--- config.mk ---
export PLATFORM = sky130hd
export DESIGN_NAME = uart_rx_deserializer_flat
export DESIGN_NICKNAME = d
export VERILOG_FILES = /design/src/rtl/uart_rx_deserializer_if.sv /design/src/rtl/uart_rx_deserializer.sv /design/src/flat_wrapper.sv
export SDC_FILE = /design/constraint.sdc
export NUM_CORES = 1
export LEC_CHECK = 0
export ABC_AREA = 1
export CORE_MARGIN = 4
export CORE_UTILIZATION = 58
export CTS_BUF_LIST = sky130_fd_sc_hd__clkbuf_8
export CTS_CLUSTER_DIAMETER = 120
export DETAILED_ROUTE_END_ITERATION = 10
export GPL_ROUTABILITY_DRIVEN = 0
export GPL_TIMING_DRIVEN = 0
export PLACE_DENSITY_LB_ADDON = 0.1
export SETUP_SLACK_MARGIN = 0.05
export SLEW_MARGIN = 20
export SYNTH_ARGS = -nofsm -noshare
export SYNTH_HDL_FRONTEND = slang
export SYNTH_SLANG_ARGS = --single-unit
--- constraint.sdc ---
create_clock -name clk_in -period 2.2 [get_ports clk_in]
set_input_delay 0.44 -clock clk_in [delete_from_list [all_inputs] [get_ports clk_in]]
set_output_delay 0.44 -clock clk_in [all_outputs]
set_load 0.1 [all_outputs]
--- src/rtl/uart_rx_deserializer_if.sv ---
// Parallel-side bundle of the UART receiver: serial line and frame config in,
// received byte and status pulses out.
interface uart_rx_deserializer_if #(
  parameter int DATA_WIDTH = 8,
  parameter int PRESC_W    = 6
);
  logic                  rx_in;
  logic                  par_en;
  logic                  par_typ;
  logic [PRESC_W-1:0]    prescale;
  logic [DATA_WIDTH-1:0] p_data;
  logic                  data_valid;
  logic                  par_err;
  logic                  stp_err;
  logic                  busy;

  modport master (
    output rx_in, par_en, par_typ, prescale,
    input  p_data, data_valid, par_err, stp_err, busy
  );

  modport slave (
    input  rx_in, par_en, par_typ, prescale,
    output p_data, data_valid, par_err, stp_err, busy
  );
endinterface

--- src/rtl/uart_rx_deserializer.sv ---
// UART receiver: 8N1/8E1/8O1 frames on an oversampled clock, one-cycle result pulses.
// Optional macro UART_RX_MAJORITY_EN: 3-sample majority vote per bit.
module uart_rx_deserializer #(
  parameter int DATA_WIDTH = 8,
  parameter int PRESC_W    = 6
) (
  input  logic                  clk_in,
  input  logic                  rst,
  uart_rx_deserializer_if.slave bus
);
  localparam int BCW = $clog2(DATA_WIDTH);

  typedef enum logic [2:0] {S_IDLE, S_START, S_DATA, S_PARITY, S_STOP} state_t;

  state_t                state_q, state_d;
  logic                  rx_meta_q, rx_meta_d, rx_s_q, rx_s_d;
  logic [1:0]            fill_q, fill_d;
  logic                  armed_q, armed_d;
  logic [PRESC_W-1:0]    edge_cnt_q, edge_cnt_d, presc_l_q, presc_l_d;
  logic [BCW-1:0]        bit_cnt_q, bit_cnt_d;
  logic [DATA_WIDTH-1:0] shift_q, shift_d, p_data_q, p_data_d;
  logic                  perr_q, perr_d, par_en_l_q, par_en_l_d, par_typ_l_q, par_typ_l_d;
  logic                  data_valid_q, data_valid_d, par_err_q, par_err_d;
  logic                  stp_err_q, stp_err_d, busy_q, busy_d;

  logic [PRESC_W-1:0] half, samp_pt;
  logic               at_samp, wrap, sample;

  assign half = presc_l_q >> 1;
  assign wrap = (edge_cnt_q == presc_l_q - PRESC_W'(1));

`ifdef UART_RX_MAJORITY_EN
  logic samp_a_q, samp_a_d, samp_b_q, samp_b_d;
  assign samp_pt = half + PRESC_W'(1);
  assign sample  = (samp_a_q & samp_b_q) | (samp_a_q & rx_s_q) | (samp_b_q & rx_s_q);
`else
  assign samp_pt = half;
  assign sample  = rx_s_q;
`endif
  assign at_samp = (edge_cnt_q == samp_pt);

  always_comb begin
    state_d      = state_q;
    rx_meta_d    = bus.rx_in;
    rx_s_d       = rx_meta_q;
    // Synchronizer reset value is not a real line sample; arm only once it has flushed.
    fill_d       = {fill_q[0], 1'b1};
    armed_d      = armed_q | (fill_q[1] & rx_s_q);
    edge_cnt_d   = wrap ? '0 : edge_cnt_q + PRESC_W'(1);
    presc_l_d    = presc_l_q;
    bit_cnt_d    = bit_cnt_q;
    shift_d      = shift_q;
    p_data_d     = p_data_q;
    perr_d       = perr_q;
    par_en_l_d   = par_en_l_q;
    par_typ_l_d  = par_typ_l_q;
    data_valid_d = 1'b0;
    par_err_d    = 1'b0;
    stp_err_d    = 1'b0;
    busy_d       = busy_q;
`ifdef UART_RX_MAJORITY_EN
    samp_a_d = (edge_cnt_q == half - PRESC_W'(1)) ? rx_s_q : samp_a_q;
    samp_b_d = (edge_cnt_q == half) ? rx_s_q : samp_b_q;
`endif

    unique case (state_q)
      S_IDLE: begin
        edge_cnt_d = '0;
        if (armed_q && !rx_s_q) begin
          state_d     = S_START;
          par_en_l_d  = bus.par_en;
          par_typ_l_d = bus.par_typ;
          presc_l_d   = (bus.prescale < PRESC_W'(4)) ? PRESC_W'(4) : bus.prescale;
          bit_cnt_d   = '0;
          perr_d      = 1'b0;
          busy_d      = 1'b1;
        end
      end
      S_START: begin
        if (at_samp && sample) begin
          state_d = S_IDLE;
          busy_d  = 1'b0;
        end else if (wrap) begin
          state_d = S_DATA;
        end
      end
      S_DATA: begin
        if (at_samp) shift_d = {sample, shift_q[DATA_WIDTH-1:1]};
        if (wrap) begin
          if (bit_cnt_q == BCW'(DATA_WIDTH - 1)) state_d = par_en_l_q ? S_PARITY : S_STOP;
          else bit_cnt_d = bit_cnt_q + BCW'(1);
        end
      end
      S_PARITY: begin
        if (at_samp && (sample != (par_typ_l_q ? ~^shift_q : ^shift_q))) perr_d = 1'b1;
        if (wrap) state_d = S_STOP;
      end
      S_STOP: begin
        // Leave at the sample point so a start edge right after the stop bit is not missed.
        if (at_samp) begin
          state_d   = S_IDLE;
          busy_d    = 1'b0;
          par_err_d = perr_q;
          stp_err_d = ~sample;
          if (sample && !perr_q) begin
            p_data_d     = shift_q;
            data_valid_d = 1'b1;
          end
        end
      end
      default: state_d = S_IDLE;
    endcase
  end

  always_ff @(posedge clk_in) begin
    if (!rst) begin
      state_q      <= S_IDLE;
      rx_meta_q    <= 1'b1;
      rx_s_q       <= 1'b1;
      fill_q       <= '0;
      armed_q      <= 1'b0;
      edge_cnt_q   <= '0;
      presc_l_q    <= PRESC_W'(8);
      bit_cnt_q    <= '0;
      shift_q      <= '0;
      p_data_q     <= '0;
      perr_q       <= 1'b0;
      par_en_l_q   <= 1'b0;
      par_typ_l_q  <= 1'b0;
      data_valid_q <= 1'b0;
      par_err_q    <= 1'b0;
      stp_err_q    <= 1'b0;
      busy_q       <= 1'b0;
`ifdef UART_RX_MAJORITY_EN
      samp_a_q     <= 1'b1;
      samp_b_q     <= 1'b1;
`endif
    end else begin
      state_q      <= state_d;
      rx_meta_q    <= rx_meta_d;
      rx_s_q       <= rx_s_d;
      fill_q       <= fill_d;
      armed_q      <= armed_d;
      edge_cnt_q   <= edge_cnt_d;
      presc_l_q    <= presc_l_d;
      bit_cnt_q    <= bit_cnt_d;
      shift_q      <= shift_d;
      p_data_q     <= p_data_d;
      perr_q       <= perr_d;
      par_en_l_q   <= par_en_l_d;
      par_typ_l_q  <= par_typ_l_d;
      data_valid_q <= data_valid_d;
      par_err_q    <= par_err_d;
      stp_err_q    <= stp_err_d;
      busy_q       <= busy_d;
`ifdef UART_RX_MAJORITY_EN
      samp_a_q     <= samp_a_d;
      samp_b_q     <= samp_b_d;
`endif
    end
  end

  assign bus.p_data     = p_data_q;
  assign bus.data_valid = data_valid_q;
  assign bus.par_err    = par_err_q;
  assign bus.stp_err    = stp_err_q;
  assign bus.busy       = busy_q;
endmodule

--- src/flat_wrapper.sv ---
// flat-port wrapper written by rule: the top's interface ports become plain ports
module uart_rx_deserializer_flat 
#(
  parameter int DATA_WIDTH = 8,
  parameter int PRESC_W    = 6
)
  (clk_in, rst, bus_rx_in, bus_par_en, bus_par_typ, bus_prescale, bus_p_data, bus_data_valid, bus_par_err, bus_stp_err, bus_busy);
  uart_rx_deserializer_if #(.DATA_WIDTH(DATA_WIDTH), .PRESC_W(PRESC_W)) bus_i ();
  input  logic clk_in;
  input  logic rst;
  input wire logic [$bits(bus_i.rx_in)-1:0] bus_rx_in;
  input wire logic [$bits(bus_i.par_en)-1:0] bus_par_en;
  input wire logic [$bits(bus_i.par_typ)-1:0] bus_par_typ;
  input wire logic [$bits(bus_i.prescale)-1:0] bus_prescale;
  output wire logic [$bits(bus_i.p_data)-1:0] bus_p_data;
  output wire logic [$bits(bus_i.data_valid)-1:0] bus_data_valid;
  output wire logic [$bits(bus_i.par_err)-1:0] bus_par_err;
  output wire logic [$bits(bus_i.stp_err)-1:0] bus_stp_err;
  output wire logic [$bits(bus_i.busy)-1:0] bus_busy;
  assign bus_i.rx_in = bus_rx_in;
  assign bus_i.par_en = bus_par_en;
  assign bus_i.par_typ = bus_par_typ;
  assign bus_i.prescale = bus_prescale;
  assign bus_p_data = bus_i.p_data;
  assign bus_data_valid = bus_i.data_valid;
  assign bus_par_err = bus_i.par_err;
  assign bus_stp_err = bus_i.stp_err;
  assign bus_busy = bus_i.busy;
  uart_rx_deserializer #(.DATA_WIDTH(DATA_WIDTH), .PRESC_W(PRESC_W)) u_core (.clk_in(clk_in), .rst(rst), .bus(bus_i));
endmodule
== Yosys cells after proc, flatten, opt, wreduce, memory -nomap -nowiden ==
Index checks and enable logic that the tools add are counted.

* Register bits after elaboration: 46
* Input port bits: 11
* Output and inout bits: 12

* $add $sub $neg: 3
* Magnitude comparators: 1
* Eq/ne operators: 17
* Muxes and demuxes: 24
* Bitwise operators: 4
* Reduce and logical (&&, ||, !) cells: 21

{| class="wikitable"
|+ Operators by type and width
! kind !! number
|-
| $mux 3 || 11
|-
| $pmux 3 s5 || 1
|-
| $ne 2x1->1 const B || 7
|-
| $reduce_and 3->1 || 3
|-
| $mux 1 || 8
|-
| $reduce_and 4->1 || 2
|-
| $reduce_xnor 8->1 || 1
|-
| $reduce_xor 8->1 || 1
|-
| $add 6x1->6 const B || 1
|-
| $eq 3x2->1 const B || 2
|-
| $eq 3x3->1 const B || 2
|-
| $eq 6x5->1 || 1
|-
| $eq 6x6->1 || 1
|-
| $lt 6x3->1 const B || 1
|-
| $mux 6 || 1
|-
| $pmux 3 s2 || 1
|-
| $reduce_and 6->1 || 1
|-
| $sub 6x1->6 const B || 1
|-
| $logic_and 1x1->1 || 4
|-
| $reduce_and 2->1 || 2
|-
| $reduce_bool 2->1 || 2
|-
| $add 3x1->3 const B || 1
|-
| $eq 3x1->1 const B || 1
|-
| $logic_not 3->1 || 1
|-
| other kinds (11) || 13
|}

== Depth between registers and ports, before layout ==
Gate-level depths: netlist of run 1.

* Depth in word-level cells: 6
* Gate-level depth with buffers: 15
* Depth with buffers taken out: 15

== Worst setup path before layout of run 1 ==
No wires, ideal clock.

* Path kind: register to register
* Start point: register u_core.presc_l_q[0]
* End point: register u_core.bit_cnt_q[0]
* Setup time: 114 ps
* Arrival time: 1619 ps
* Required time: 2086 ps
* Setup slack: 468 ps
* Stages on the path, launching flop included: 14
* Clock period less this slack: 1732 ps
* Path through: dfxtp_1 inv_1 ha_1 inv_1 nand2_1 nand2_1 nor2_2 nand2_2 nor2_4 nand3_4 a21oi_4 nand2_4 a21oi_1 nor2_1

* Longest elaborated chain between the ends: 4

{| class="wikitable"
|+ RTL lines
! item !! RTL line !! source
|-
| start: declaration || uart_rx_deserializer.sv:19 || <nowiki>logic [PRESC_W-1:0] edge_cnt_q, edge_cnt_d, presc_l_q, presc_l_d;</nowiki>
|-
| start signal: assignment || uart_rx_deserializer.sv:145 || <nowiki>presc_l_q <= presc_l_d;</nowiki>
|-
| $sub 6x1->6 || uart_rx_deserializer.sv:30 || <nowiki>assign wrap = (edge_cnt_q == presc_l_q - PRESC_W'(1));</nowiki>
|-
| $eq 6x6->1 || uart_rx_deserializer.sv:30 ||
|-
| $ne 2x1->1 (no line) || -- ||
|-
| $reduce_and 4->1 (no line) || -- ||
|-
| end signal: assignment || uart_rx_deserializer.sv:146 || <nowiki>bit_cnt_q <= bit_cnt_d;</nowiki>
|-
| end: declaration || uart_rx_deserializer.sv:20 || <nowiki>logic [BCW-1:0] bit_cnt_q, bit_cnt_d;</nowiki>
|}

Every way passes these cells.
A chain may end at the register's enable or synchronous reset.

== Worst setup path after layout of run 1 ==
* Start point: register u_core.p_data_q[0] (netlist: u_core.bus.p_data[0])
* End point: output port bus_p_data[0]

{| class="wikitable"
|+ RTL lines
! item !! RTL line !! source
|-
| start: declaration || uart_rx_deserializer.sv:21 || <nowiki>logic [DATA_WIDTH-1:0] shift_q, shift_d, p_data_q, p_data_d;</nowiki>
|-
| start signal: assignment || uart_rx_deserializer.sv:148 || <nowiki>p_data_q <= p_data_d;</nowiki>
|-
| end: declaration || flat_wrapper.sv:15 || <nowiki>output wire logic [$bits(bus_i.p_data)-1:0] bus_p_data;</nowiki>
|}

No word-level cell between the ends.

==> results by group, run 1 <==
Yosys
  – Sequential area share after synthesis: 0.408
  – Cells after Synth: 312
  – Post-synth EDFFs: 0
  – Synth cell count leaders: nand2_1 (61), nor2_1 (60), dfxtp_1 (46)
  – Async S/R FF share, synth: 0
  – Ys Warns: 0
  – Most frequent cell after synthesis: nand2_1
  – Synth unique cells: 34
  – Synth Flop Type: dfxtp_1
  – Post-synth top area cell: dfxtp_1
  – Top cell type's share of synthesized area: 0.408
  – Synth Area per Inst: 7.23 sq um
  – Syn Std Cell Area: 2250 sq um
  – Synthesis-stage register bit count: between 40 and 50
  – Syn nets: around 330
  – Largest cells by area after synthesis: dfxtp_1 (41%), nand2_1 (10%), nor2_1 (10%)

Final layout
  – Share of cells above drive strength 1: 0.117
  – Area delta synth->final: 15.9%
  – # diodes: 0
  – Final non-filler cell total: 390
  – Nets@finish: approximately 360

Power
  – Total leakage power: 1.21 nW
  – Post-layout power: just under 2 mW
  – Maximum VDD drop: between 500 and 600 uV
  – Pwr/cell area: 754 nW/um^2

Floorplan
  – Die width: 70.4 um
  – FP Rows: 22
  – Die Height: 70.4 um
  – Initial Utilization: 0.607
  – Die Area: ~4900 sq um
  – Core ar.: 3720 sq um
  – IO Count: 23

Worst setup path
  – Arrival @ worst endpoint: 1.50 ns
  – CP bufs+invs: 1
  – Critical Path Max Stage Delay: 0.86 ns
  – Flop-to-flop setup slack: 0.27 ns
  – Family with the most delay on the worst path: buffers and inverters
  – WP data required: 1.76 ns
  – CP max stage cell: dlygate4sd2_1
  – CP endpoint kind: output port
  – CP Max Fanout: 2
  – Kind of start point of the critical path: flip-flop
  – Crit Path Class: flip-flop to output port
  – Critical path cell sequence: dlygate4sd2_1

STA
  – Final hold violation count: 0
  – Achievable Freq: 515 MHz
  – Clk_skew: roughly 0.0036 ns
  – Slew @ Worst Pin: 0.956 ns
  – Setup_tns: 0 ns
  – Final setup fails: 0
  – Min Tclk post-route: ~2 ns
  – Max_slew headroom: 0.365
  – Final slew viol count: 0
  – Unrepaired setup endpoints after global routing: no
  – Fin crit share: 0.883

Routing
  – DRC viols: 0
  – Post-route ant nets: 0
  – Number of vias per cell: 5.10
  – Vias: 1988
  – Wire per inst: 11.8 um
  – 1st-iter DRT viols: 113
  – Pre-antenna DRT Iters: 7
  – Routed WL: 4.59 mm

CTS
  – Setup Fix Bufs, Post-CTS: 0
  – Clk root buf: clkbuf_8
  – CTS HTree Levels: 2
  – CTS tree: done
  – CTS buffer count: 5
  – Clock transition at path regs: approximately 0.09 ns
  – Hold-fix buffers, CTS: 0
  – Later-pin clock latency in the skew report: 0.30 ns
  – Clock Sinks: 46
  – Max Buffers Root-to-Sink: 2

Global routing
  – Total Routing Usage GR: 0.201
  – Vias in the first global route: 1889
  – Congestion Overflow GR: 0
  – First-pass GRT wire length: just over 8 mm
  – Maximum number of pins on one net before global-route repair: 17
  – Antenna violations before repair: 0

Placement
  – Post-DP HPWL: 3.40 mm
  – Placed Cells: 382
  – IO buf count: 22

Run
  – Total of max-cap violations: 0

Outcome
  – Status: finished clean

Min path
  – Min-Delay Path Class: flip-flop to flip-flop
[worst paths after layout]
kind	endpoint	cells after the start	from
setup / recovery	bus_p_data[0]	1	u_core.bus.p_data[0]
hold reg to reg	u_core.rx_s_q	1	u_core.rx_meta_q
setup reg to reg	u_core.bit_cnt_q[0]	13	u_core.presc_l_q[1]
hold / removal	u_core.rx_s_q	1	u_core.rx_meta_q
[placed cells by master, fill, tap and decap left out, drive strengths merged]
cell type,synthesis,routed
clkbuf,3,8
nor3,3,3
xor2,6,6
dlygate4sd2,0,12
o311ai,1,1
dfxtp,46,46
o21ai,24,24
ha,4,4
nand2,65,65
o211ai,1,1
a21oi,17,17
nand4,2,2
xnor2,8,8
or2,2,2
a31oi,1,1
inv,38,40
nor2,68,68
clkdlybuf4s50,0,10
nand3,19,19
clkinv,1,2
nor3b,1,1
buf,1,1
a22oi,1,1
[power breakdown]
group	leakage [nW]	internal, mW	switching (mW)
Clock	0.0489	0.230	0.312
Sequential	0.373	0.889	0.0539
Combinational	0.792	0.174	0.312
[stage by stage]
step                 util  hold slack (ns)  setup WS [ns]  area (sq um)
CTS                 0.703            0.423          0.242          2610
floorplan               -            0.390          0.468          2250
global route        0.703            0.449         0.0533          2610
detailed placement  0.682            0.399          0.210          2530
finish              0.703            0.423          0.258          2610
global placement    0.682            0.393          0.211          2530
[sequential cells by signal, indices dropped and copies added (netlist names), 2 cells and up]
name	count
u_core.fill_q	2
u_core.bit_cnt_q	3
u_core.bus.p_data	8
u_core.presc_l_q	6
u_core.edge_cnt_q	6
u_core.state_q	3
u_core.shift_q	8
[area by class of cell]
class                   count  area, sq um
fillers                   344         1100
flip-flops and latches     46          922
clock inverters             3         22.5
multi-input cells         223         1170
well taps                  48         60.1
repair buffers             22          205
plain buffers               4         16.3
clock buffers               5         68.8
inverters                  39          146
[per-layer routing]
layer	track usage	share of wire	vias up	wire length, um
met5	0	0	-	0
met3	0.0518	0.052	11	241
met1	0.256	0.47	882	2140
met4	0.0681	0.021	0	96
li1	-	-	1040	-
met2	0.328	0.46	55	2120
[repair_timing]
item / 4_1_cts / 5_1_grt
gates resized for setup: 12 / 1
endpoints found under the setup margin: 12 / 1
pin swaps: 0 / 1
[cell families (layout without fill, tap and decap cells)]
logic type,Yosys count,count (layout),synth area share
xor+xnor,14,14,0.0577
flops,46,46,0.408
fa+ha+maj,4,4,0.0222
compound gates,45,45,0.111
simple gates,160,160,0.329
buf+inv,43,73,0.0721
(Power assumes the default switching activity.)
==> inputs of run 2 (changes only) <==
CORE_UTILIZATION = 56   (was 58)
CTS_BUF_LIST = sky130_fd_sc_hd__clkbuf_4 sky130_fd_sc_hd__clkbuf_8 sky130_fd_sc_hd__clkbuf_16   (was sky130_fd_sc_hd__clkbuf_8)
REMOVE_ABC_BUFFERS = 1   (was not set)
SLEW_MARGIN = 25   (was 20)
==> run 2 against run 1 <==
Sequential cell count is the same. Maximum frequency up 0.18%. Final cell count fell by 1.0%. Register-to-register slack about the same. Routed wire length is 4.2% lower. Clock skew grew 0.0040 ns. Power grew 3.2%. Via count down 2.2%. Global-route usage decreased by 1.5 points. Clock-buffer cell count unchanged. Non-clock buffer count fell by 4. Critical path type is now flip-flop to flip-flop. Critical endpoint is now u_core.bit_cnt_q[0]. Highest routed layer unchanged.
==> results by group, run 2 (synthesized netlist as in run 1, its figures left out) <==
STA
  – Final hold violation count: 0
  – Max_slew headroom: 0.362
  – Fin crit share: 0.881
  – Unrepaired setup endpoints after global routing: no
  – Min Tclk post-route: 1.94 ns
  – Slew @ Worst Pin: 0.961 ns
  – Final setup fails: 0
  – Final slew viol count: 0
  – Clk_skew: about 0.0076 ns
  – Achievable Freq: just over 500 MHz

Min path
  – Hold Startpoint: u_core.fill_q[0]
  – Hold Path Cell Cnt: 2
  – Min-Delay Path Class: flip-flop to flip-flop
  – Hold Path End: u_core.fill_q[1]

Worst setup path
  – Kind of start point of the critical path: flip-flop
  – Reg2reg end: u_core.bit_cnt_q[0]
  – WP data required: 2.40 ns
  – Reg2reg path depth: 13
  – Crit Path Class: flip-flop to flip-flop
  – Critical Path Max Stage Delay: 0.40 ns
  – Flop-to-flop setup slack: about 0.26 ns
  – CP Max Fanout: 6
  – CP endpoint kind: flip-flop
  – Worst r2r src: u_core.presc_l_q[1]
  – CP most frequent cell: nand2_1
  – CP max stage cell: dfxtp_1
  – Critical path cell sequence: inv_2, ha_1, inv_1, nand2_1, nand2_1, nor2_2, nand2_2, nor2_4, nand3_4, a21oi_4, nand2_4, a21oi_1, nor2_1
  – Arrival @ worst endpoint: 2.13 ns

Global routing
  – First-pass GRT wire length: between 7 and 8 mm
  – Maximum number of pins on one net before global-route repair: 32
  – Antenna violations before repair: 0
  – Vias in the first global route: 1779
  – Congestion Overflow GR: 0
  – Total Routing Usage GR: 0.186

Routing
  – Post-route ant nets: 0
  – Routed WL: 4.40 mm
  – Wire per inst: between 10 and 15 um
  – 1st-iter DRT viols: ~110
  – DRC viols: 0
  – Pre-antenna DRT Iters: 4
  – Number of vias per cell: about 5
  – Vias: 1944

Final layout
  – Fill cell count: 319
  – Commonest non-fill, non-tap cell in the layout: nand2_1
  – Area delta synth->final: 15.7%
  – Share of cells above drive strength 1: 0.118
  – Most frequent cells in the layout: nand2_1 (61), nor2_1 (60), dfxtp_1 (45), inv_1 (29), nand3_1 (17)
  – # diodes: 0
  – Design area: between 2000 and 3000 sq um
  – Nets@finish: approximately 350
  – Final non-filler cell total: 386

Floorplan
  – FP Rows: 22
  – Initial Utilization: 0.598
  – Core ar.: 3770 sq um
  – Die Height: 71.5 um
  – IO Count: 23
  – Die width: 71.5 um
  – Die Area: 5110 sq um

Power
  – Comb power frac: 0.232
  – Sw Ratio: 0.315
  – NetSw: 640 uW
  – Pwr/cell area: 780 nW/um^2
  – Maximum VDD drop: 582 uV
  – Sequential power share: 0.463
  – Clock share of power: 0.305
  – Total leakage power: approximately 1.2 nW
  – Internal Dissipation: 1.39 mW

CTS
  – Max Buffers Root-to-Sink: 2
  – CTS buffer count: 5
  – CTS tree: done
  – Later-pin clock latency in the skew report: 0.30 ns
  – CTS HTree Levels: 2
  – Hold-fix buffers, CTS: 0
  – Clk root buf: clkbuf_8
  – Clock Sinks: 46
  – Clock transition at path regs: 0.09 ns

Outcome
  – Status: finished clean

Placement
  – IO buf count: 22
  – Placed Cells: 378
  – Post-DP HPWL: 3.19 mm
  – Placed cell area: 2520 sq um

Run
  – Total of max-cap violations: 0
## run 2: cell type report
| type | count | area (sq um) | area share |
|---|---|---|---|
| Timing Repair Buffer | 22 | 200 | 0.0767 |
| Sequential cell | 46 | 922 | 0.353 |
| Clock buffer | 5 | 68.8 | 0.0264 |
| Clock inverter | 3 | 40.0 | 0.0153 |
| Multi-Input combinational cell | 223 | 1170 | 0.449 |
| Tap cell | 48 | 60.1 | 0.0230 |
| Inverter | 39 | 146 | 0.0561 |
## run 2: metrics by stage
| step | setup WS [ns] | setup TNS [ns] | total power, mW | util | hold slack (ns) |
|---|---|---|---|---|---|
| after global placement | -0.505 | -3.50 | 1.42 | 0.668 | 0.392 |
| after detailed placement | -0.492 | -3.38 | 1.43 | 0.668 | 0.403 |
| final | 0.262 | 0 | 2.03 | 0.692 | 0.419 |
| after CTS | 0.121 | 0 | 2.05 | 0.692 | 0.422 |
| after global routing | 0.0666 | 0 | 2.17 | 0.692 | 0.432 |
| after floorplan | 0.468 | 0 | 1.33 | - | 0.390 |
## run 2: power by group through the flow
stage	clock network, mW	logic, mW	registers [mW]
after floorplan	0	0.376	0.956
after global placement	0	0.461	0.960
after detailed placement	0	0.472	0.962
after CTS	0.633	0.473	0.942
after global routing	0.668	0.547	0.950
final	0.620	0.471	0.942
## run 2: worst max-delay path, delay by kind of cell, from the launching register on
kind                       cells  cell delay, ns
and+or+nand+nor                8            0.67
DFF                            1            0.40
adders and majority gates      1            0.29
AOI/OAI and AO/OA              2            0.38
buffers and inverters          2            0.10
## run 2: repair_timing
action,4_1_cts,5_1_grt
resized for setup,13,1
buffers inserted,0,0
pin swaps,0,1
setup endpoints to repair,15,3
## run 2: per-layer routing
metal,global-route usage,part of all wire,vias to the layer above
met1,0.254,0.50,861
met3,0.0435,0.044,4
met2,0.285,0.44,44
met4,0.0710,0.011,0
met5,0,0,-
li1,-,-,1035
## run 2: worst max-delay path by stage
stage	from	to	slack (ns)	cells past startpoint
after floorplan	u_core.presc_l_q[0]	u_core.bit_cnt_q[0]	0.47	13
after global placement	rst	u_core.rx_meta_q	-0.51	3
after detailed placement	rst	u_core.rx_meta_q	-0.49	3
after CTS	rst	u_core.rx_meta_q	0.12	3
after global routing	u_core.presc_l_q[1]	u_core.bit_cnt_q[1]	0.07	14
final	u_core.presc_l_q[1]	u_core.bit_cnt_q[0]	0.26	13
==> inputs of run 3 (changes only) <==
HOLD_SLACK_MARGIN = 0.08   (was not set)
==> results of run 3 <==
No change in the layout: final DEF, timing and power equal those of run 2.
==> edit, RTL diff (settings of run 2) <==
Take the reset off `shift_q` and `p_data_q` and load them in a clocked block of their own.
--- a/src/rtl/uart_rx_deserializer.sv
+++ b/src/rtl/uart_rx_deserializer.sv
@@ -122,8 +122,6 @@
       edge_cnt_q   <= '0;
       presc_l_q    <= PRESC_W'(8);
       bit_cnt_q    <= '0;
-      shift_q      <= '0;
-      p_data_q     <= '0;
       perr_q       <= 1'b0;
       par_en_l_q   <= 1'b0;
       par_typ_l_q  <= 1'b0;
@@ -144,8 +142,6 @@
       edge_cnt_q   <= edge_cnt_d;
       presc_l_q    <= presc_l_d;
       bit_cnt_q    <= bit_cnt_d;
-      shift_q      <= shift_d;
-      p_data_q     <= p_data_d;
       perr_q       <= perr_d;
       par_en_l_q   <= par_en_l_d;
       par_typ_l_q  <= par_typ_l_d;
@@ -160,6 +156,11 @@
     end
   end
 
+  always_ff @(posedge clk_in) begin
+    shift_q  <= shift_d;
+    p_data_q <= p_data_d;
+  end
+
   assign bus.p_data     = p_data_q;
   assign bus.data_valid = data_valid_q;
   assign bus.par_err    = par_err_q;
Function: no difference found for any inputs over 10 cycles, from zero or initial values and one cycle with rst low; that may be too few to reach the edited logic, so the function may still have changed.
==> edit against run 2 <==
  * Via count fell by 13%
  * Setup slack is essentially flat
  * Final cell count shrank 15%
  * Area after synthesis is 7.3% lower
  * Design area is 5.8% lower
  * Sequential cell count stayed put
  * Critical endpoint is now bus_busy
  * Power decreased by 11%
  * Routed wire length fell by 9.8%
==> edit: results (changes against run 2) <==
| Metric | Value |
|---|---|
| Final design instance area without fill | 2460 um^2 (was 2610 um^2) |
| Area taken by multi-input logic gates | 875 um^2 (was 1170 um^2) |
| Area fraction of clock buffers and clock inverters | 4.22% (was 4.17%) |
| Seq_cells | 46 (unchanged) |
| Total routed wire length on the met1 layer | 1710 um (was 2210 um) |
| Reg-to-reg critical path startpoint | u_core.edge_cnt_q[0]$_SDFF_PP0_ (was u_core.presc_l_q[1]$_SDFFE_PN0P_) |
| Sequential portion of the cell area | 44.0% (was 35.3%) |
| Critical-path cell with the highest stage delay | sky130_fd_sc_hd__dlygate4sd2_1 (was sky130_fd_sc_hd__dfxtp_1) |
| GRT Overall Usage | 17.7% (was 18.6%) |
| Net switching power figure | 0.506 mW (was 0.640 mW) |
| Vias in the first global route | 1,516 (was 1,779) |
| Leakage dissipation | 1.02 nW (was 1.22 nW) |
| Commonest cells in the netlist | 56 x sky130_fd_sc_hd__nand2_1, 32 x sky130_fd_sc_hd__nor2_1, 31 x sky130_fd_sc_hd__inv_1, 30 x sky130_fd_sc_hd__dfxtp_1, 17 x sky130_fd_sc_hd__nand3_1 (was 61 x sky130_fd_sc_hd__nand2_1, 60 x sky130_fd_sc_hd__nor2_1, 46 x sky130_fd_sc_hd__dfxtp_1, 29 x sky130_fd_sc_hd__inv_1, 17 x sky130_fd_sc_hd__nand3_1) |
| Outcome | finished clean (unchanged) |
| Signal buffers | 23 (was 22) |
| Total placed cells including tap cells | 319 (was 378) |
| Routed wire length on met2 | 1950 um (about the same) |
| Setup slack on the worst flop-to-flop path | 0.29 ns (was 0.26 ns) |
| Number of flops mapped to enable cells by yosys | 16 (was 0) |
| Largest delay share family, worst path | buffers and inverters (was simple AND/OR/NAND/NOR gates) |
| CP Data Arrival Time | 1.50 ns (was 2.13 ns) |
| Fill cell count | 283 (was 319) |
| Clock skew | 0.00562 ns (was 0.00760 ns) |
| Number of clock buffer instances in the layout | 6 (was 5) |
| Wirelength, routed | 3970 um (was 4400 um) |
| Crit path max fanout | 2 (was 6) |
| Number of cells on the worst reg-to-reg path | 6 (was 13) |
| Met2 track demand over resource in global routing | 29.6% (was 28.5%) |
| DRT iter0 DRCs | 112 (was 107) |
| Cell Area, Placed | 2370 um^2 (was 2520 um^2) |
| Met3 wire len | 233 um (was 195 um) |
-- edit: cell types whose count changed after synthesis, moves of 3 or more --
cell | before | now
sky130_fd_sc_hd__edfxtp_1 | 0 | 16
sky130_fd_sc_hd__inv_2 | 9 | 4
sky130_fd_sc_hd__nor2_4 | 4 | 1
sky130_fd_sc_hd__nand2_1 | 61 | 56
sky130_fd_sc_hd__o21ai_0 | 15 | 8
sky130_fd_sc_hd__dfxtp_1 | 46 | 30
sky130_fd_sc_hd__nor2_2 | 4 | 1
sky130_fd_sc_hd__nand4_1 | 1 | 4
sky130_fd_sc_hd__xor2_1 | 6 | 3
sky130_fd_sc_hd__o21ai_1 | 9 | 1
sky130_fd_sc_hd__nor2_1 | 60 | 32
-- edit: worst max path at each step --
stage,endpoint,cells after the start,start
finish,bus_busy,1,u_core.bus.busy$_SDFFE_PN0P_
global route,u_core.shift_q[3]$_DFFE_PP_,6,u_core.edge_cnt_q[0]$_SDFF_PP0_
CTS,bus_p_data[7],1,u_core.bus.p_data[7]$_DFFE_PP_
detailed placement,u_core.shift_q[3]$_DFFE_PP_,6,u_core.edge_cnt_q[0]$_SDFF_PP0_
global placement,u_core.bus.p_data[0]$_DFFE_PP_,6,u_core.edge_cnt_q[0]$_SDFF_PP0_
floorplan,u_core.bus.p_data[0]$_DFFE_PP_,6,u_core.edge_cnt_q[0]$_SDFF_PP0_
-- edit: cell families after synthesis --
| kind of cell | Yosys count | synth area share [%] |
|---|---|---|
| xor+xnor | 10 | 4.19 |
| buf+inv | 37 | 6.71 |
| flops | 46 | 51.7 |
| simple gates | 127 | 27.5 |
| compound gates | 28 | 7.49 |
| fa+ha+maj | 4 | 2.40 |
-- edit: repair_timing --
item,4_1_cts,5_1_grt
endpoints found under the hold margin,0,0
gates resized for setup,12,0
setup endpoints to repair,12,0
